File: src/rtl/pos_cell_arbiter_if.sv
// -----------------------------------------------------------------------------
// pos_cell_arbiter_if
// Requester-side bus of the position cell arbiter: one read port (force
// evaluation) and one write-back port (motion update).
//   rd_req/rd_addr      : read request, held until rd_gnt
//   rd_gnt              : read accepted this cycle (combinational)
//   rd_valid/rd_data    : read return, three cycles after acceptance
//   wr_req/wr_addr/wr_data : write request, held until wr_gnt
//   wr_gnt              : write accepted this cycle (combinational)
// modport master : requester side
// modport slave  : arbiter side
// -----------------------------------------------------------------------------
interface pos_cell_arbiter_if #(
  parameter int ADDR_WIDTH = 8,
  parameter int DATA_WIDTH = 96
);
  logic                  rd_req;
  logic [ADDR_WIDTH-1:0] rd_addr;
  logic                  rd_gnt;
  logic                  rd_valid;
  logic [DATA_WIDTH-1:0] rd_data;
  logic                  wr_req;
  logic [ADDR_WIDTH-1:0] wr_addr;
  logic [DATA_WIDTH-1:0] wr_data;
  logic                  wr_gnt;

  modport master (
    output rd_req, rd_addr, wr_req, wr_addr, wr_data,
    input  rd_gnt, rd_valid, rd_data, wr_gnt
  );

  modport slave (
    input  rd_req, rd_addr, wr_req, wr_addr, wr_data,
    output rd_gnt, rd_valid, rd_data, wr_gnt
  );
endinterface

File: src/rtl/pos_cell_arbiter.sv
// -----------------------------------------------------------------------------
// pos_cell_arbiter
// Shares one single-port cell RAM (2-cycle read latency) between a read
// requester and a write-back requester. After reset it first reads word 0
// (the particle count of the cell) and caches it, then serves requests, one
// grant per cycle.
//
// Ports:
//   clk            : clock, all logic on the rising edge
//   rst_n          : asynchronous active-low reset
//   bus            : requester bus (pos_cell_arbiter_if.slave)
//   mem_address    : RAM address (registered)
//   mem_data       : RAM write data (registered)
//   mem_rden       : RAM read enable (registered)
//   mem_wren       : RAM write enable (registered)
//   mem_q          : RAM read data, valid two cycles after mem_rden
//   particle_count : cached low bits of word 0
//   count_valid    : particle_count has been loaded
//   addr_err       : sticky flag, a request addressed beyond PARTICLE_NUM
//
// Configuration macro:
//   POS_ARB_RR_EN  : defined   -> round-robin on conflicts, write first
//                    undefined -> write always wins a conflict
// -----------------------------------------------------------------------------
module pos_cell_arbiter #(
  parameter int DATA_WIDTH   = 96,
  parameter int ADDR_WIDTH   = 8,
  parameter int PARTICLE_NUM = 220
) (
  input  logic                  clk,
  input  logic                  rst_n,
  pos_cell_arbiter_if.slave     bus,
  output logic [ADDR_WIDTH-1:0] mem_address,
  output logic [DATA_WIDTH-1:0] mem_data,
  output logic                  mem_rden,
  output logic                  mem_wren,
  input  logic [DATA_WIDTH-1:0] mem_q,
  output logic [ADDR_WIDTH-1:0] particle_count,
  output logic                  count_valid,
  output logic                  addr_err
);

  // One extra bit so PARTICLE_NUM == 2**ADDR_WIDTH would still compare right.
  localparam logic [ADDR_WIDTH:0] ADDR_LIMIT = (ADDR_WIDTH + 1)'(PARTICLE_NUM);

  typedef enum logic [1:0] {
    INIT_RD   = 2'd0,
    INIT_WAIT = 2'd1,
    SERVE     = 2'd2
  } state_e;

  state_e                state_q, state_d;
  logic [1:0]            init_cnt_q, init_cnt_d;
  logic                  mem_rden_q, mem_rden_d;
  logic                  mem_wren_q, mem_wren_d;
  logic [ADDR_WIDTH-1:0] mem_address_q, mem_address_d;
  logic [DATA_WIDTH-1:0] mem_data_q, mem_data_d;
  logic [ADDR_WIDTH-1:0] particle_count_q, particle_count_d;
  logic                  count_valid_q, count_valid_d;
  logic                  addr_err_q, addr_err_d;

  // Read-return pipeline: stage n is the read accepted n cycles ago.
  // The zero flag marks out-of-range reads that never reached the RAM.
  logic                  rd_p1_vld_q, rd_p1_vld_d;
  logic                  rd_p2_vld_q, rd_p2_vld_d;
  logic                  rd_p3_vld_q, rd_p3_vld_d;
  logic                  rd_p1_zero_q, rd_p1_zero_d;
  logic                  rd_p2_zero_q, rd_p2_zero_d;
  logic                  rd_p3_zero_q, rd_p3_zero_d;

`ifdef POS_ARB_RR_EN
  logic                  prefer_wr_q, prefer_wr_d;
`endif

  logic                  rd_gnt_s;
  logic                  wr_gnt_s;
  logic                  rd_oob_s;
  logic                  wr_oob_s;

  assign rd_oob_s = ({1'b0, bus.rd_addr} >= ADDR_LIMIT);
  assign wr_oob_s = ({1'b0, bus.wr_addr} >= ADDR_LIMIT);

  // Next-state, arbitration and RAM command decode.
  always_comb begin
    state_d          = state_q;
    init_cnt_d       = init_cnt_q;
    mem_rden_d       = 1'b0;
    mem_wren_d       = 1'b0;
    mem_address_d    = mem_address_q;
    mem_data_d       = mem_data_q;
    particle_count_d = particle_count_q;
    count_valid_d    = count_valid_q;
    addr_err_d       = addr_err_q;
    rd_p1_vld_d      = 1'b0;
    rd_p1_zero_d     = 1'b0;
    rd_p2_vld_d      = rd_p1_vld_q;
    rd_p2_zero_d     = rd_p1_zero_q;
    rd_p3_vld_d      = rd_p2_vld_q;
    rd_p3_zero_d     = rd_p2_zero_q;
    rd_gnt_s         = 1'b0;
    wr_gnt_s         = 1'b0;
`ifdef POS_ARB_RR_EN
    prefer_wr_d      = prefer_wr_q;
`endif

    case (state_q)
      INIT_RD: begin
        mem_rden_d    = 1'b1;
        mem_address_d = {ADDR_WIDTH{1'b0}};
        init_cnt_d    = 2'd0;
        state_d       = INIT_WAIT;
      end

      INIT_WAIT: begin
        // mem_rden is visible in the first INIT_WAIT cycle; the word
        // appears on mem_q two cycles later, in the third one.
        if (init_cnt_q == 2'd2) begin
          particle_count_d = mem_q[ADDR_WIDTH-1:0];
          count_valid_d    = 1'b1;
          state_d          = SERVE;
        end else begin
          init_cnt_d = init_cnt_q + 2'd1;
        end
      end

      SERVE: begin
`ifdef POS_ARB_RR_EN
        if (bus.rd_req && bus.wr_req) begin
          if (prefer_wr_q) begin
            wr_gnt_s = 1'b1;
          end else begin
            rd_gnt_s = 1'b1;
          end
          prefer_wr_d = ~prefer_wr_q;
        end else begin
          wr_gnt_s = bus.wr_req;
          rd_gnt_s = bus.rd_req;
        end
`else
        wr_gnt_s = bus.wr_req;
        rd_gnt_s = bus.rd_req & ~bus.wr_req;
`endif

        if (wr_gnt_s) begin
          if (wr_oob_s) begin
            addr_err_d = 1'b1;
          end else begin
            mem_wren_d    = 1'b1;
            mem_address_d = bus.wr_addr;
            mem_data_d    = bus.wr_data;
            if (bus.wr_addr == {ADDR_WIDTH{1'b0}}) begin
              particle_count_d = bus.wr_data[ADDR_WIDTH-1:0];
            end else begin
              particle_count_d = particle_count_q;
            end
          end
        end else if (rd_gnt_s) begin
          rd_p1_vld_d = 1'b1;
          if (rd_oob_s) begin
            addr_err_d   = 1'b1;
            rd_p1_zero_d = 1'b1;
          end else begin
            mem_rden_d    = 1'b1;
            mem_address_d = bus.rd_addr;
          end
        end else begin
          mem_rden_d = 1'b0;
          mem_wren_d = 1'b0;
        end
      end

      default: begin
        state_d = INIT_RD;
      end
    endcase
  end

  // State and output registers; reset drops reads in flight.
  always_ff @(posedge clk or negedge rst_n) begin
    if (!rst_n) begin
      state_q          <= INIT_RD;
      init_cnt_q       <= 2'd0;
      mem_rden_q       <= 1'b0;
      mem_wren_q       <= 1'b0;
      mem_address_q    <= {ADDR_WIDTH{1'b0}};
      mem_data_q       <= {DATA_WIDTH{1'b0}};
      particle_count_q <= {ADDR_WIDTH{1'b0}};
      count_valid_q    <= 1'b0;
      addr_err_q       <= 1'b0;
      rd_p1_vld_q      <= 1'b0;
      rd_p2_vld_q      <= 1'b0;
      rd_p3_vld_q      <= 1'b0;
      rd_p1_zero_q     <= 1'b0;
      rd_p2_zero_q     <= 1'b0;
      rd_p3_zero_q     <= 1'b0;
`ifdef POS_ARB_RR_EN
      prefer_wr_q      <= 1'b1;
`endif
    end else begin
      state_q          <= state_d;
      init_cnt_q       <= init_cnt_d;
      mem_rden_q       <= mem_rden_d;
      mem_wren_q       <= mem_wren_d;
      mem_address_q    <= mem_address_d;
      mem_data_q       <= mem_data_d;
      particle_count_q <= particle_count_d;
      count_valid_q    <= count_valid_d;
      addr_err_q       <= addr_err_d;
      rd_p1_vld_q      <= rd_p1_vld_d;
      rd_p2_vld_q      <= rd_p2_vld_d;
      rd_p3_vld_q      <= rd_p3_vld_d;
      rd_p1_zero_q     <= rd_p1_zero_d;
      rd_p2_zero_q     <= rd_p2_zero_d;
      rd_p3_zero_q     <= rd_p3_zero_d;
`ifdef POS_ARB_RR_EN
      prefer_wr_q      <= prefer_wr_d;
`endif
    end
  end

  assign bus.rd_gnt   = rd_gnt_s;
  assign bus.wr_gnt   = wr_gnt_s;
  assign bus.rd_valid = rd_p3_vld_q;
  // mem_q is only meaningful in the return cycle of a real RAM read; a
  // write followed by a read of the same word needs no bypass because the
  // single RAM port serialises them.
  assign bus.rd_data  = (rd_p3_vld_q && !rd_p3_zero_q) ? mem_q : {DATA_WIDTH{1'b0}};

  assign mem_rden       = mem_rden_q;
  assign mem_wren       = mem_wren_q;
  assign mem_address    = mem_address_q;
  assign mem_data       = mem_data_q;
  assign particle_count = particle_count_q;
  assign count_valid    = count_valid_q;
  assign addr_err       = addr_err_q;

endmodule
File: src/flat_wrapper.sv
// flat-port wrapper written by rule: the top's interface ports become plain ports
module pos_cell_arbiter_flat 
#(
  parameter int DATA_WIDTH   = 96,
  parameter int ADDR_WIDTH   = 8,
  parameter int PARTICLE_NUM = 220
)
  (clk, rst_n, mem_address, mem_data, mem_rden, mem_wren, mem_q, particle_count, count_valid, addr_err, bus_rd_req, bus_rd_addr, bus_wr_req, bus_wr_addr, bus_wr_data, bus_rd_gnt, bus_rd_valid, bus_rd_data, bus_wr_gnt);
  pos_cell_arbiter_if #(.ADDR_WIDTH(ADDR_WIDTH), .DATA_WIDTH(DATA_WIDTH)) bus_i ();
  input  logic clk;
  input  logic rst_n;
  output logic [ADDR_WIDTH-1:0] mem_address;
  output logic [DATA_WIDTH-1:0] mem_data;
  output logic mem_rden;
  output logic mem_wren;
  input  logic [DATA_WIDTH-1:0] mem_q;
  output logic [ADDR_WIDTH-1:0] particle_count;
  output logic count_valid;
  output logic addr_err;
  input wire logic [$bits(bus_i.rd_req)-1:0] bus_rd_req;
  input wire logic [$bits(bus_i.rd_addr)-1:0] bus_rd_addr;
  input wire logic [$bits(bus_i.wr_req)-1:0] bus_wr_req;
  input wire logic [$bits(bus_i.wr_addr)-1:0] bus_wr_addr;
  input wire logic [$bits(bus_i.wr_data)-1:0] bus_wr_data;
  output wire logic [$bits(bus_i.rd_gnt)-1:0] bus_rd_gnt;
  output wire logic [$bits(bus_i.rd_valid)-1:0] bus_rd_valid;
  output wire logic [$bits(bus_i.rd_data)-1:0] bus_rd_data;
  output wire logic [$bits(bus_i.wr_gnt)-1:0] bus_wr_gnt;
  assign bus_i.rd_req = bus_rd_req;
  assign bus_i.rd_addr = bus_rd_addr;
  assign bus_i.wr_req = bus_wr_req;
  assign bus_i.wr_addr = bus_wr_addr;
  assign bus_i.wr_data = bus_wr_data;
  assign bus_rd_gnt = bus_i.rd_gnt;
  assign bus_rd_valid = bus_i.rd_valid;
  assign bus_rd_data = bus_i.rd_data;
  assign bus_wr_gnt = bus_i.wr_gnt;
  pos_cell_arbiter #(.DATA_WIDTH(DATA_WIDTH), .ADDR_WIDTH(ADDR_WIDTH), .PARTICLE_NUM(PARTICLE_NUM)) u_core (.clk(clk), .rst_n(rst_n), .bus(bus_i), .mem_address(mem_address), .mem_data(mem_data), .mem_rden(mem_rden), .mem_wren(mem_wren), .mem_q(mem_q), .particle_count(particle_count), .count_valid(count_valid), .addr_err(addr_err));
endmodule
File: config.mk
export PLATFORM = sky130hd
export DESIGN_NAME = pos_cell_arbiter_flat
export DESIGN_NICKNAME = d
export VERILOG_FILES = /design/src/rtl/pos_cell_arbiter_if.sv /design/src/rtl/pos_cell_arbiter.sv /design/src/flat_wrapper.sv
export SDC_FILE = /design/constraint.sdc
export NUM_CORES = 1
export LEC_CHECK = 0
export CAP_MARGIN = 5
export CELL_PAD_IN_SITES_DETAIL_PLACEMENT = 0
export CELL_PAD_IN_SITES_GLOBAL_PLACEMENT = 2
export CORE_ASPECT_RATIO = 1.2
export CORE_UTILIZATION = 20
export CTS_BUF_LIST = sky130_fd_sc_hd__clkbuf_4
export CTS_CLUSTER_DIAMETER = 50
export CTS_CLUSTER_SIZE = 20
export DETAILED_ROUTE_END_ITERATION = 6
export HOLD_SLACK_MARGIN = 0.15
export PLACE_DENSITY_LB_ADDON = 0.1
export SLEW_MARGIN = 10
export SYNTH_ARGS = -nofsm -noshare
export SYNTH_HDL_FRONTEND = slang
export SYNTH_SLANG_ARGS = --single-unit
File: constraint.sdc
create_clock -name clk -period 2.4 [get_ports clk]
set_input_delay 0.24 -clock clk [delete_from_list [all_inputs] [get_ports clk]]
set_output_delay 0.24 -clock clk [all_outputs]
set_load 0.005 [all_outputs]
== Word-level counts from Yosys, hierarchy flattened ==
Cells that the tools add are included.
W data, S select, Z words.
Operators by class
  add/sub/neg operators: 1
  $lt $le $gt $ge: 2
  equality and inequality tests: 12
  mux-type cells: 35
  bitwise operators: 4
  reduce and logical (&&, ||, !) cells: 16
Operators by type and width (number)
  $mux W96: 1
  $mux W8: 8
  $pmux W8 S2: 2
  $mux W1: 19
  $ge A8 B8 Y1 const B: 2
  $reduce_bool A2 Y1: 5
  $logic_not A8 Y1: 1
  $reduce_and A4 Y1: 2
  $ne A2 B1 Y1 const B: 3
  $ne A2 B2 Y1 const B: 3
  $ne A3 B3 Y1 const B: 2
  $pmux W2 S3: 1
  $reduce_and A2 Y1: 3
  $reduce_and A5 Y1: 1
  $eq A2 B2 Y1 const B: 2
  $mux W2: 2
  $pmux W2 S2: 1
  $ne A3 B2 Y1 const B: 1
  $not A1 Y1: 3
  $reduce_and A3 Y1: 1
  $add A2 B1 Y2 const B: 1
  $eq A2 B1 Y1 const B: 1
  $logic_not A2 Y1: 1
  $pmux W1 S2: 1
  3 further kinds: 3
Word-level totals
  register bits after elaboration: 126
  input bits: 212
  output and inout port bits: 215

== Logic depth before layout (Yosys ltp) ==
  word-level depth: 5
  depth in mapped cells: 7
  mapped depth without buffers: 5

== Least setup slack after synthesis ==
No wires, ideal clock.
  path type: flip-flop to flip-flop
  from: reg u_core.state_q[1]
  to: reg u_core.mem_data_q[43], in the netlist u_core.mem_data[43]
  setup time: 0.125 ns
  arrival time: 1.553 ns
  slack: 0.722 ns
  cell stages (with the launch flop): 8
  clock period less this slack: 1.678 ns
  cells stage by stage: dfrtp_1 > buf_2 > and2b_1 > buf_6 > o211ai_4 > buf_6 > buf_6 > mux2_4
Between the ends
  word-level cells in the longest chain between the ends: 2
Ends and longest elaborated chain
  from (decl): line pos_cell_arbiter.sv:52  | state_e state_q, state_d;
  from (signal assigned): line pos_cell_arbiter.sv:200  | state_q <= state_d;
  $eq A2 B2 Y1: line pos_cell_arbiter.sv:106  | case (state_q)
  $reduce_and A3 Y1 (no source line)
  to (signal assigned): line pos_cell_arbiter.sv:186  | mem_data_q <= {DATA_WIDTH{1'b0}};
  to (signal assigned): line pos_cell_arbiter.sv:205  | mem_data_q <= mem_data_d;
  to (decl): line pos_cell_arbiter.sv:57  | logic [DATA_WIDTH-1:0] mem_data_q, mem_data_d;
No other way between the ends.
A chain may end at the register's enable or synchronous reset.

== Worst setup path in the final report ==
  from: reg u_core.rd_p3_zero_q
  to: out bus_rd_data[0]
Between the ends
  word-level cells in the longest chain between the ends: 3
Ends and longest elaborated chain
  from (decl): line pos_cell_arbiter.sv:69  | logic rd_p3_zero_q, rd_p3_zero_d;
  from (signal assigned): line pos_cell_arbiter.sv:214  | rd_p3_zero_q <= rd_p3_zero_d;
  $logic_not A1 Y1: line pos_cell_arbiter.sv:227  | assign bus.rd_data = (rd_p3_vld_q && !rd_p3_zero_q) ? mem_q : {DATA_WIDTH{1'b0}};
  $logic_and A1 B1 Y1: line pos_cell_arbiter.sv:227
  $mux W96: line pos_cell_arbiter.sv:227
  to (decl): line flat_wrapper.sv:27  | output wire logic [$bits(bus_i.rd_data)-1:0] bus_rd_data;
No other way between the ends.

==> reports/qor.csv <==
metric,value,unit
run_status,"finished, final reports clean",
vdd_ir_drop_max,0.371,mV
grt_max_degree,77,
clk_latency,0.56,ns
wl_per_cell,19.3,µm
drt_wl_total,24700,µm
fin_crit_sh,0.951,
synth_ff_type,dfrtp_1,
syn_area_per_cell,13.0,µm²
netlist_area,5770,µm²
top_usage_layer,met2,
seq_area_frac_synth,0.546,
stdcell_area,11000,µm²
grt_usage,0.164,
period_needed,2.28,ns
die_y,188,µm
clockRootBuffer,clkbuf_4,
fin_cells,1282,
hold_violations,0,
viasPerCell,4.05,
drive_gt1_frac,0.179,
grt_overflow,0,
route.detailed.drc,0,
start_util,0.205,
rrSetupSlack,0.68,ns
cts.path.max_buffers,2,
ant_nets,0,
synth-edff-count,0,
worstPathRequired,2.16,ns
syn_nets,658,
worstPathArrival,2.04,ns
cp_top_family,buffers and inverters,
critPathBufInv,3,
max-cap-violations,0,
cp-end-kind,output pin,
tightest_slew,0.724,ns
yosysWarnings,0,
clk_pin_slew,0.12,ns
slowest_delay,0.49,ns
clkSinkCount,126,
h-tree-depth,4,
firstDrtPassIters,4,
dpl.cell_count,1239,
path_cells,"nor2b_4, buf_12, buf_12, and2_1, clkdlybuf4s50_1",
grt_use_met3,0.0864,
maxSlewHeadroom,0.517,
die_w,157,µm
drtIter0Drc,102,
grt_pass1_vias,5766,
placed_area,10500,µm²
whs,0.281,ns
setup_viol,0,
syn_inst,445,
grt_pass1_wl,34900,µm
num_io_pins,427,
fill_cells,2749,
cts-buffers-inserted,17,
num_rows,67,
antenna_found_initial,9,
skew,0.0248,ns
power.leakage,5.19,nW
critPathMaxFanout,19,
routabilityCongestion,0.782,
gr-usage-met2,0.309,
synthArstFlopShare,1.00,
ys_seq_elements,126,
vias,5193,
crit_top_cell,buf_12,
dieArea,29500,µm²
maxSlewViolCount,0,
crit_type,reg2out,
layout.nets,1100,
synth.distinct_cells,33,
use_met1,0.147,
power_per_cell_area,491,nW/µm²
hold_class,in2reg,
hpwl,19800,µm
area_delta_synth_final,91.0,%
cpMaxStageDelayCell,clkdlybuf4s50_1,
core,28200,µm²
max_freq,438,MHz
cts_tree,yes,
start_kind,flop,
rsz0062_at_grt,yes,
io_buffers,426,
-- logic make-up (layout without fill, tap and decap cells) --
kind of cell / count (synthesis) / after routing / share of synthesized area
other cells: 0 / 3 / 0
mux: 112 / 112 / 0.236
compound gates: 21 / 21 / 0.0336
simple gates: 155 / 155 / 0.151
flops: 126 / 126 / 0.546
fa+ha+maj: 1 / 1 / 0.00217
buf+inv: 30 / 485 / 0.0308
-- synth_stat cells, drive strengths merged, types with 2 or more instances --
master | number | area share
mux2i | 8 | 0.014
a31oi | 2 | 0.0033
a21oi | 2 | 0.0017
inv | 2 | 0.0013
and2 | 98 | 0.11
nand2 | 37 | 0.024
nor4 | 3 | 0.0033
a22o | 2 | 0.0030
nand2b | 3 | 0.0033
mux2 | 104 | 0.22
dfrtp | 126 | 0.55
buf | 16 | 0.022
o21ai | 2 | 0.0043
o311ai | 8 | 0.012
nor2 | 2 | 0.0013
nand4 | 8 | 0.0087
clkbuf | 12 | 0.0078
-- state kept, by name, summed over array words and instances, names as in the netlist --
signal,cells
u_core.mem_address,8
u_core.mem_wren,1
u_core.particle_count,8
u_core.rd_p1_zero_q,1
u_core.mem_data,96
u_core.mem_rden,1
u_core.rd_p1_vld_q,1
u_core.rd_p2_vld_q,1
u_core.rd_p2_zero_q,1
u_core.count_valid,1
u_core.addr_err,1
u_core.init_cnt_q,2
u_core.rd_p3_zero_q,1
u_core.state_q,2
u_core.bus.rd_valid,1
-- cells in the final DEF (no fill, tap or decap), drive strengths merged, types with 9 or more instances in the layout --
| cell type | netlist | final |
|---|---|---|
| nand2 | 37 | 37 |
| dlymetal6s2s | 0 | 44 |
| clkinv | 0 | 9 |
| clkdlybuf4s50 | 0 | 378 |
| buf | 16 | 23 |
| dfrtp | 126 | 126 |
| clkbuf | 12 | 19 |
| and2 | 98 | 98 |
| mux2 | 104 | 104 |
-- layer usage --
metal,share of wire,vias up
li1,-,2406
met1,0.33,2454
met2,0.53,281
met3,0.12,40
met4,0.019,12
met5,0.0031,-
-- per-stage QoR --
stage / util / setup slack [ns] / total power, mW / setup TNS, ns
floorplan: - / 0.722 / 2.97 / 0
detailed placement: 0.374 / 0.184 / 4.14 / 0
global placement: 0.374 / 0.224 / 4.13 / 0
global route: 0.391 / -0.0265 / 5.72 / -0.226
CTS: 0.384 / 0.00369 / 5.53 / 0
finish: 0.391 / 0.119 / 5.42 / 0
-- power breakdown --
group / switching [mW] / internal, mW
Clock: 0.819 / 0.502
Combinational: 0.484 / 1.11
Sequential: 0.141 / 2.36
Total: 1.44 / 3.97
-- worst paths after layout --
check | start | to | cells past startpoint
max | u_core.rd_p3_zero_q$_DFF_PN0_ | bus_rd_data[0] | 5
min | bus_wr_data[47] | u_core.mem_data[47]$_DFFE_PN0P_ | 2
max reg2reg | u_core.init_cnt_q[0]$_DFFE_PN0P_ | u_core.particle_count[1]$_DFFE_PN0P_ | 5
min reg2reg | u_core.rd_p1_zero_q$_DFF_PN0_ | u_core.rd_p2_zero_q$_DFF_PN0_ | 0
max in group asynchronous | rst_n | u_core.mem_data[34]$_DFFE_PN0P_ | 4
min in group asynchronous | rst_n | u_core.mem_data[75]$_DFFE_PN0P_ | 3
-- timing repair --
item	4_1_cts	5_1_grt
setup buffers	0	3
setup endpoints to repair	3	76
cloned	0	2
hold buffers	3	0
resized for setup	3	47
endpoints found under the hold margin	123	0
-- layout make-up --
| class | instances | area, µm² | share of cell area |
|---|---|---|---|
| repair buffers | 451 | 4690 | 0.426 |
| clock buffers | 18 | 135 | 0.0123 |
| flip-flops and latches | 126 | 3150 | 0.286 |
| inverters | 2 | 7.51 | 0.000681 |
| diodes | 3 | 7.51 | 0.000681 |
| clock inverters | 14 | 101 | 0.00920 |
| multi-input cells | 289 | 2450 | 0.222 |
| well taps | 379 | 474 | 0.0430 |
Power figures use the tool's default switching activity.
